File: src/rtl/axil_ram_pkg.sv
// Shared types for the AXI4-Lite to RAM-port controller.
// Response codes and controller FSM states.
package axil_ram_pkg;

    typedef logic [1:0] resp_t;

    localparam resp_t RESP_OKAY   = 2'b00;
    localparam resp_t RESP_SLVERR = 2'b10;

    typedef enum logic [2:0] {
        IDLE,
        WR_EXEC,
        WR_RESP,
        RD_EXEC,
        RD_CAP,
        RD_RESP
    } state_t;

endpackage

File: src/rtl/axil_ram_ctrl.sv
// AXI4-Lite responder driving one native port of the banked dual-port RAM.
// Define AXIL_RAM_SLVERR_EN to reject out-of-range/unaligned addresses with SLVERR.
module axil_ram_ctrl
    import axil_ram_pkg::*;
#(
    parameter int RAM_ADDR_W = 5,
    parameter int RAM_DATA_W = 8,
    parameter int AXI_ADDR_W = 12
) (
    input  logic                  clka,
    input  logic                  rsta,
    input  logic [AXI_ADDR_W-1:0] s_awaddr,
    input  logic                  s_awvalid,
    output logic                  s_awready,
    input  logic [31:0]           s_wdata,
    input  logic [3:0]            s_wstrb,
    input  logic                  s_wvalid,
    output logic                  s_wready,
    output logic [1:0]            s_bresp,
    output logic                  s_bvalid,
    input  logic                  s_bready,
    input  logic [AXI_ADDR_W-1:0] s_araddr,
    input  logic                  s_arvalid,
    output logic                  s_arready,
    output logic [31:0]           s_rdata,
    output logic [1:0]            s_rresp,
    output logic                  s_rvalid,
    input  logic                  s_rready,
    output logic                  ram_en,
    output logic                  ram_we,
    output logic [RAM_ADDR_W-1:0] ram_addr,
    output logic [RAM_DATA_W-1:0] ram_din,
    input  logic [RAM_DATA_W-1:0] ram_dout
);

    state_t state, next;
    logic   last_was_wr;
    logic   err;
    logic   wr_req, rd_req;
    logic   grant_wr, grant_rd;
    logic   aw_err, ar_err;
    logic   unused_bits;

    assign wr_req = s_awvalid && s_wvalid;
    assign rd_req = s_arvalid;

`ifdef AXIL_RAM_SLVERR_EN
    assign aw_err = ((s_awaddr >> (RAM_ADDR_W + 2)) != '0)
                 || (s_awaddr[1:0] != 2'b00);
    assign ar_err = ((s_araddr >> (RAM_ADDR_W + 2)) != '0)
                 || (s_araddr[1:0] != 2'b00);
`else
    assign aw_err = 1'b0;
    assign ar_err = 1'b0;
`endif

    // Address bits outside the word index and upper data/strobe lanes are don't-care.
    assign unused_bits = ^{s_awaddr, s_araddr, s_wdata, s_wstrb};

    always_ff @(posedge clka or posedge rsta) begin
        if (rsta) state <= IDLE;
        else      state <= next;
    end

    always_comb begin
        next = state;
        unique case (state)
            IDLE: begin
                if (grant_wr)      next = WR_EXEC;
                else if (grant_rd) next = RD_EXEC;
            end
            WR_EXEC: next = WR_RESP;
            WR_RESP: if (s_bready) next = IDLE;
            RD_EXEC: next = RD_CAP;
            RD_CAP:  next = RD_RESP;
            RD_RESP: if (s_rready) next = IDLE;
            default: next = IDLE;
        endcase
    end

    always_comb begin
        grant_wr  = 1'b0;
        grant_rd  = 1'b0;
        if (state == IDLE) begin
            grant_wr = wr_req && (!rd_req || !last_was_wr);
            grant_rd = rd_req && (!wr_req || last_was_wr);
        end
        s_awready = grant_wr;
        s_wready  = grant_wr;
        s_arready = grant_rd;
    end

    // RAM drive is set on the grant edge so ram_en is a clean register in the EXEC cycle.
    always_ff @(posedge clka or posedge rsta) begin
        if (rsta) begin
            last_was_wr <= 1'b0;
            err         <= 1'b0;
            ram_en      <= 1'b0;
            ram_we      <= 1'b0;
            ram_addr    <= '0;
            ram_din     <= '0;
            s_bvalid    <= 1'b0;
            s_bresp     <= RESP_OKAY;
            s_rvalid    <= 1'b0;
            s_rresp     <= RESP_OKAY;
            s_rdata     <= '0;
        end else begin
            ram_en <= 1'b0;
            ram_we <= 1'b0;
            unique case (state)
                IDLE: begin
                    if (grant_wr) begin
                        last_was_wr <= 1'b1;
                        err         <= aw_err;
                        ram_addr    <= s_awaddr[RAM_ADDR_W+1:2];
                        ram_din     <= s_wdata[RAM_DATA_W-1:0];
                        ram_en      <= !aw_err;
                        ram_we      <= s_wstrb[0] && !aw_err;
                    end else if (grant_rd) begin
                        last_was_wr <= 1'b0;
                        err         <= ar_err;
                        ram_addr    <= s_araddr[RAM_ADDR_W+1:2];
                        ram_en      <= !ar_err;
                    end
                end
                WR_EXEC: begin
                    s_bvalid <= 1'b1;
                    s_bresp  <= err ? RESP_SLVERR : RESP_OKAY;
                end
                WR_RESP: if (s_bready) s_bvalid <= 1'b0;
                RD_EXEC: ;
                RD_CAP: begin
                    s_rvalid <= 1'b1;
                    s_rresp  <= err ? RESP_SLVERR : RESP_OKAY;
                    s_rdata  <= err ? 32'h0 : 32'(ram_dout);
                end
                RD_RESP: if (s_rready) s_rvalid <= 1'b0;
                default: ;
            endcase
        end
    end

endmodule

File: config.mk
export PLATFORM = sky130hd
export DESIGN_NAME = axil_ram_ctrl
export DESIGN_NICKNAME = d
export VERILOG_FILES = /design/src/rtl/axil_ram_pkg.sv /design/src/rtl/axil_ram_ctrl.sv
export SDC_FILE = /design/constraint.sdc
export NUM_CORES = 1
export LEC_CHECK = 0
export ABC_AREA = 1
export CORE_UTILIZATION = 25
export DETAILED_ROUTE_END_ITERATION = 16
export PLACE_DENSITY = 0.7
export RECOVER_POWER = 25
export SLEW_MARGIN = 25
export SYNTH_ARGS = -nofsm -noshare
export SYNTH_HDL_FRONTEND = slang
export SYNTH_SLANG_ARGS = --single-unit
export TNS_END_PERCENT = 1
File: constraint.sdc
create_clock -name clka -period 1.2 [get_ports clka]
set_input_delay 0.18 -clock clka [delete_from_list [all_inputs] [get_ports clka]]
set_output_delay 0.18 -clock clka [all_outputs]
set_load 0.01 [all_outputs]
After elaboration in Yosys (flattened, before gate mapping)
Index checks and enable logic that the tools add are counted.
- input port bits: 75
- flip-flop bits (word level): 58
- output and inout port bits: 56
- logic and storage cells: 60
- reduce and logical (&&, ||, !) cells: 17
- multiplexer cells: 23
- eq/ne operators: 8
- operators with widths (operator ; number):
    one-hot mux 3 bit (6 select lines) ; 1
    2-to-1 mux 1 bit ; 12
    2-to-1 mux 3 bit ; 4
    2-to-1 mux 5 bit ; 2
    2-to-1 mux 8 bit ; 1
    AND reduction 2 bit ; 4
    == test 3 x 2 -> 1 bit (second input constant) ; 2
    == test 3 bit (second input constant) ; 2
    nonzero test 2 bit ; 3
    inequality test 2 bit (second input constant) ; 2
    one-hot mux 1 bit (2 select lines) ; 2
    == test 3 x 1 -> 1 bit (second input constant) ; 1
    logical AND 1 bit ; 3
    zero test 1 bit ; 3
    zero test 3 bit ; 1
    inequality test 3 bit (second input constant) ; 1
    AND reduction 3 bit ; 1
    logical OR 1 bit ; 2
    2-to-1 mux 2 bit ; 1

Depth between registers and ports, before layout
- word-level depth: 8
- gate-level depth with buffers: 9
- mapped depth without buffers: 8

Worst setup path before layout
Ideal clock, no wire load.
- path type: reg-to-output
- from: register state[1]
- to: output s_wready
- path buffers: 2
- cell stages (with the launch flop): 6
- arrival: 1.053 ns
- slack: -0.033 ns
- data required time: 1.020 ns
- cell sequence: dfrtp_1 -> nor2_4 -> nand2_4 -> nor2_4 -> buf_8 -> buf_4
- word-level cells in the longest chain between the ends: 2
- ends and longest elaborated chain (element ; RTL line ; RTL):
    from (decl) ; axil_ram_ctrl.sv:36 ; state_t state, next;
    from (signal assigned) ; axil_ram_ctrl.sv:62 ; else state <= next;
    zero test 3 bit ; axil_ram_ctrl.sv:84 ; if (state == IDLE) begin
    2-to-1 mux 1 bit ; axil_ram_ctrl.sv:84 ;
    to (decl) ; axil_ram_ctrl.sv:18 ; output logic s_wready,
Every way passes these cells.

Worst setup path after layout
- from: register state[1]
- to: output s_arready
- word-level cells in the longest chain between the ends: 2
- ends and longest elaborated chain (element ; RTL line ; RTL):
    zero test 3 bit ; axil_ram_ctrl.sv:84 ;
    2-to-1 mux 1 bit ; axil_ram_ctrl.sv:84 ;
    to (decl) ; axil_ram_ctrl.sv:24 ; output logic s_arready,
Every way passes these cells.

==> results.sh <==
export IMPL_antenna_cells=0
export IMPL_ios=131
export IMPL_cp_data_arrival_time_ns=1.20
export IMPL_first_iter_violations=15
export IMPL_numPortBuffers=61
export IMPL_maximum_number_of_pins_on_one_net_before_global_route_repair=22
export IMPL_powerDensity_mw_per_mm2=2146
export IMPL_post_route_cells_drive_above_1_share_pct=21.34
export IMPL_synth_cell_type_count=18
export IMPL_fmaxAchievable_mhz=725.6
export IMPL_routed_wl_microns=3629
export IMPL_final_layout_setup_total_negative_slack_ns=-1.203
export IMPL_min_delay_path_class="in -> reg"
export IMPL_cts_made_buffers=5
export IMPL_endpoint_kind="output port"
export IMPL_worst_setup_hold_path_clk_slew_ns=0.07
export IMPL_period_share_pct=114.9
export IMPL_cts_htree_levels=2
export IMPL_detail_route_drc_violations=0
export IMPL_wl_per_cell_microns=11.06
export IMPL_total_power_w=0.005024
export IMPL_hold_buffers=0
export IMPL_synth_area_leaders="sky130_fd_sc_hd__dfrtp_1 (47%), sky130_fd_sc_hd__buf_4 (14%), sky130_fd_sc_hd__nand2_1 (13%)"
export IMPL_yosys_area_share_xor_xnor_pct=0
export IMPL_cts_sinks=29
export IMPL_grt_first_pass_wirelength_microns=5761
export IMPL_fp_dieW_microns=80.78
export IMPL_dp_cells=315
export IMPL_area_of_the_mapped_netlist_sq_mm=0.001551
export IMPL_synth_mux_area_share_pct=5.806
export IMPL_critical_path_peak_fanout=2
export IMPL_rows=28
export IMPL_rrSetupSlack_ns=-0.11
export IMPL_worst_ir_drop_vdd_mv=0.8840
export IMPL_place_hpwl_microns=2551
export IMPL_path_type_of_the_worst_setup_path="reg -> out"
export IMPL_finalWorstPathRequiredPeriod_ns=1.378
export IMPL_synth_area_in_adders_pct=0
export IMPL_netlist_instances=171
export IMPL_vias_in_the_first_global_route=1253
export IMPL_power_leakage_nw=1.226
export IMPL_clock_tree_root_cell="sky130_fd_sc_hd__clkbuf_8"
export IMPL_drv_cap=0
export IMPL_yosysTopAreaCellShare_pct=46.77
export IMPL_register_share_of_total_power_pct=32.9
export IMPL_setup_skew_ns=0.005919
export IMPL_failed_checks="setup timing"
export IMPL_vias=1270
export IMPL_worstSetupEndpoint="s_arready"
export IMPL_report_final_setup_viol=11
export IMPL_post_synthesis_share_of_cell_area_spent_on_and_or_nand_and_nor_gates_pct=26.29
export IMPL_grt_use_total_pct=11.88
export IMPL_yosys_warnings=0
export IMPL_sw_frac_of_total_pct=35.92
export IMPL_unrepaired_setup_endpoints_after_global_routing="true"
export IMPL_postLayoutSetupSlackWorst_ns=-0.1783
export IMPL_part_of_the_power_in_combinational_logic_pct=45.9
export IMPL_run_status="finished with violations"
export IMPL_timing_max_transition_violations_final=0
export IMPL_worstSkewPairLatency_ns=0.28
export IMPL_synth_avg_cell_area_sq_um=9.073
export IMPL_hold_viol_final=0
export IMPL_gp_routability_congestion=0.7262
export IMPL_synth_compound_area_share_pct=0.9677
export IMPL_crit_required_ns=1.02
export IMPL_clockPowerShare_pct=21.2
export IMPL_final_net_count=327
export IMPL_largest_family_of_logic_cells_by_synthesized_area="simple AND/OR/NAND/NOR gates"
export IMPL_start_util_pct=26.05
export IMPL_final_antenna_net_count=0
export IMPL_postSynthRegisterBits=29
export IMPL_startpoint_type="register"
export IMPL_timing_reg2reg_worst_path_depth=9
export IMPL_detail_route_vias_per_cell=3.872
export IMPL_synthDominantAreaCellType="sky130_fd_sc_hd__dfrtp_1"
export IMPL_clock_tree_from_tritoncts="yes"
export IMPL_clock_tree_buffer_depth=2
export IMPL_crit_path_start="state[1]"
export IMPL_drt_pass1_iterations=4
export IMPL_globalRoute_totalOverflow=0
export IMPL_relSlewSlack_pct=63.83
export IMPL_die_area_sq_mm=0.006525
export IMPL_finish_cell_count_without_fillers=328
export IMPL_worstMarginPinSlew_ns=0.5426
export IMPL_final_util_pct=39.31
export IMPL_worst_flop_to_flop_path_startpoint="state[1]"
export IMPL_dieHeight_microns=80.78
export IMPL_core_area_sq_mm=0.005956
export IMPL_internal_power_w=0.003220
export IMPL_synth_seq_area_share_pct=46.77
export IMPL_area_grow_syn2layout_pct=50.89
export IMPL_p_switching_w=0.001805
export IMPL_critical_path_reg2reg_endpoint="ram_addr[3]"
export IMPL_antenna_found_initial=0
==> through the flow <==
step	hold WS, ns	cell area (sq um)	setup slack, ns
finish	0.4296	2341	-0.1783
global route	0.4167	2341	-0.2436
CTS	0.1882	2307	-0.1915
detailed placement	0.4619	2197	-0.5624
global placement	0.4571	2197	-0.5333
floorplan	0.2581	1657	-0.01337
==> registers in the layout, summed over array words and instances, names as in the netlist <==
name	cells
s_bvalid	1
ram_addr	5
s_rdata	8
ram_en	1
state	3
s_rvalid	1
ram_din	8
ram_we	1
last_was_wr	1
==> worst max-delay path, cell delays in order (launching register included) <==
cell and delay [ns]:
sky130_fd_sc_hd__dfrtp_1 0.41, sky130_fd_sc_hd__nor2_4 0.14, sky130_fd_sc_hd__nand2_4 0.08, sky130_fd_sc_hd__inv_4 0.06
sky130_fd_sc_hd__nand3_4 0.06, sky130_fd_sc_hd__inv_2 0.07, sky130_fd_sc_hd__buf_6 0.09
==> synth_stat cells (all sizes together) <==
| cell | n |
|---|---|
| buf | 32 |
| mux2 | 8 |
| nor2 | 7 |
| nand3 | 14 |
| o21ai | 3 |
| inv | 13 |
| conb | 1 |
| nand2 | 63 |
| nand3b | 1 |
| dfrtp | 29 |
==> metal layers <==
layer  routed length, microns  GRT usage (%)
met4                       49          4.286
met3                      265          4.045
met5                        0              0
met1                     1646          14.56
met2                     1667          19.32
==> power by group through the flow <==
| stage | Clock (W) | Combinational [W] | Sequential (W) |
|---|---|---|---|
| global route | 0.00116 | 0.00257 | 0.00172 |
| finish | 0.00107 | 0.00231 | 0.00165 |
| global placement | 0 | 0.00239 | 0.00167 |
| CTS | 0.00111 | 0.00223 | 0.00166 |
| detailed placement | 0 | 0.00244 | 0.00169 |
| floorplan | 0 | 0.00105 | 0.00187 |
==> layout by cell type, fill, tap and decap left out, drive strengths merged <==
| cell | synthesis | layout |
|---|---|---|
| buf | 32 | 17 |
| bufinv | 0 | 1 |
| clkbuf | 0 | 8 |
| clkdlybuf4s50 | 0 | 32 |
| clkinvlp | 0 | 1 |
| conb | 1 | 28 |
| dfrtp | 29 | 29 |
| dlygate4sd2 | 0 | 25 |
| dlygate4sd3 | 0 | 1 |
| inv | 13 | 13 |
| mux2 | 8 | 8 |
| nand2 | 63 | 65 |
| nand3 | 14 | 14 |
| nand3b | 1 | 1 |
| nor2 | 7 | 7 |
| o21ai | 3 | 3 |
==> area by class of cell <==
class	count	area [sq um]
Fill cell	635	3615
Timing Repair Buffer	77	688.2
Inverter	13	51.30
Sequential cell	29	725.7
Clock inverter	2	37.54
Multi-Input combinational cell	126	661.9
Tap cell	75	93.84
Clock buffer	6	82.58
==> how the worst min path moves through the flow <==
stage,from,end,slack (ns),cells past startpoint
finish,s_wstrb[0],ram_we,0.43,3
global route,s_wstrb[0],ram_we,0.42,3
CTS,rsta,s_rdata[6],0.19,3
detailed placement,ram_din[5],ram_din[5],0.46,2
global placement,ram_din[7],ram_din[7],0.46,2
floorplan,rsta,last_was_wr,0.26,1
==> cells by family (layout without fill, tap and decap cells) <==
logic type             Yosys count  count (layout)
DFF                             29              29
muxes                            8               8
and+or+nand+nor                 85              87
buffers and inverters           45              98
AOI/OAI and AO/OA                3               3
other                            1              28
==> repair_timing <==
| item | in CTS | in global routing |
|---|---|---|
| setup endpoints to repair | 51 | 30 |
| gates resized for setup | 41 | 7 |
| cloned | 0 | 2 |
| buffers inserted | 3 | 0 |
| pin swaps | 1 | 3 |
(Power assumes the default switching activity.)
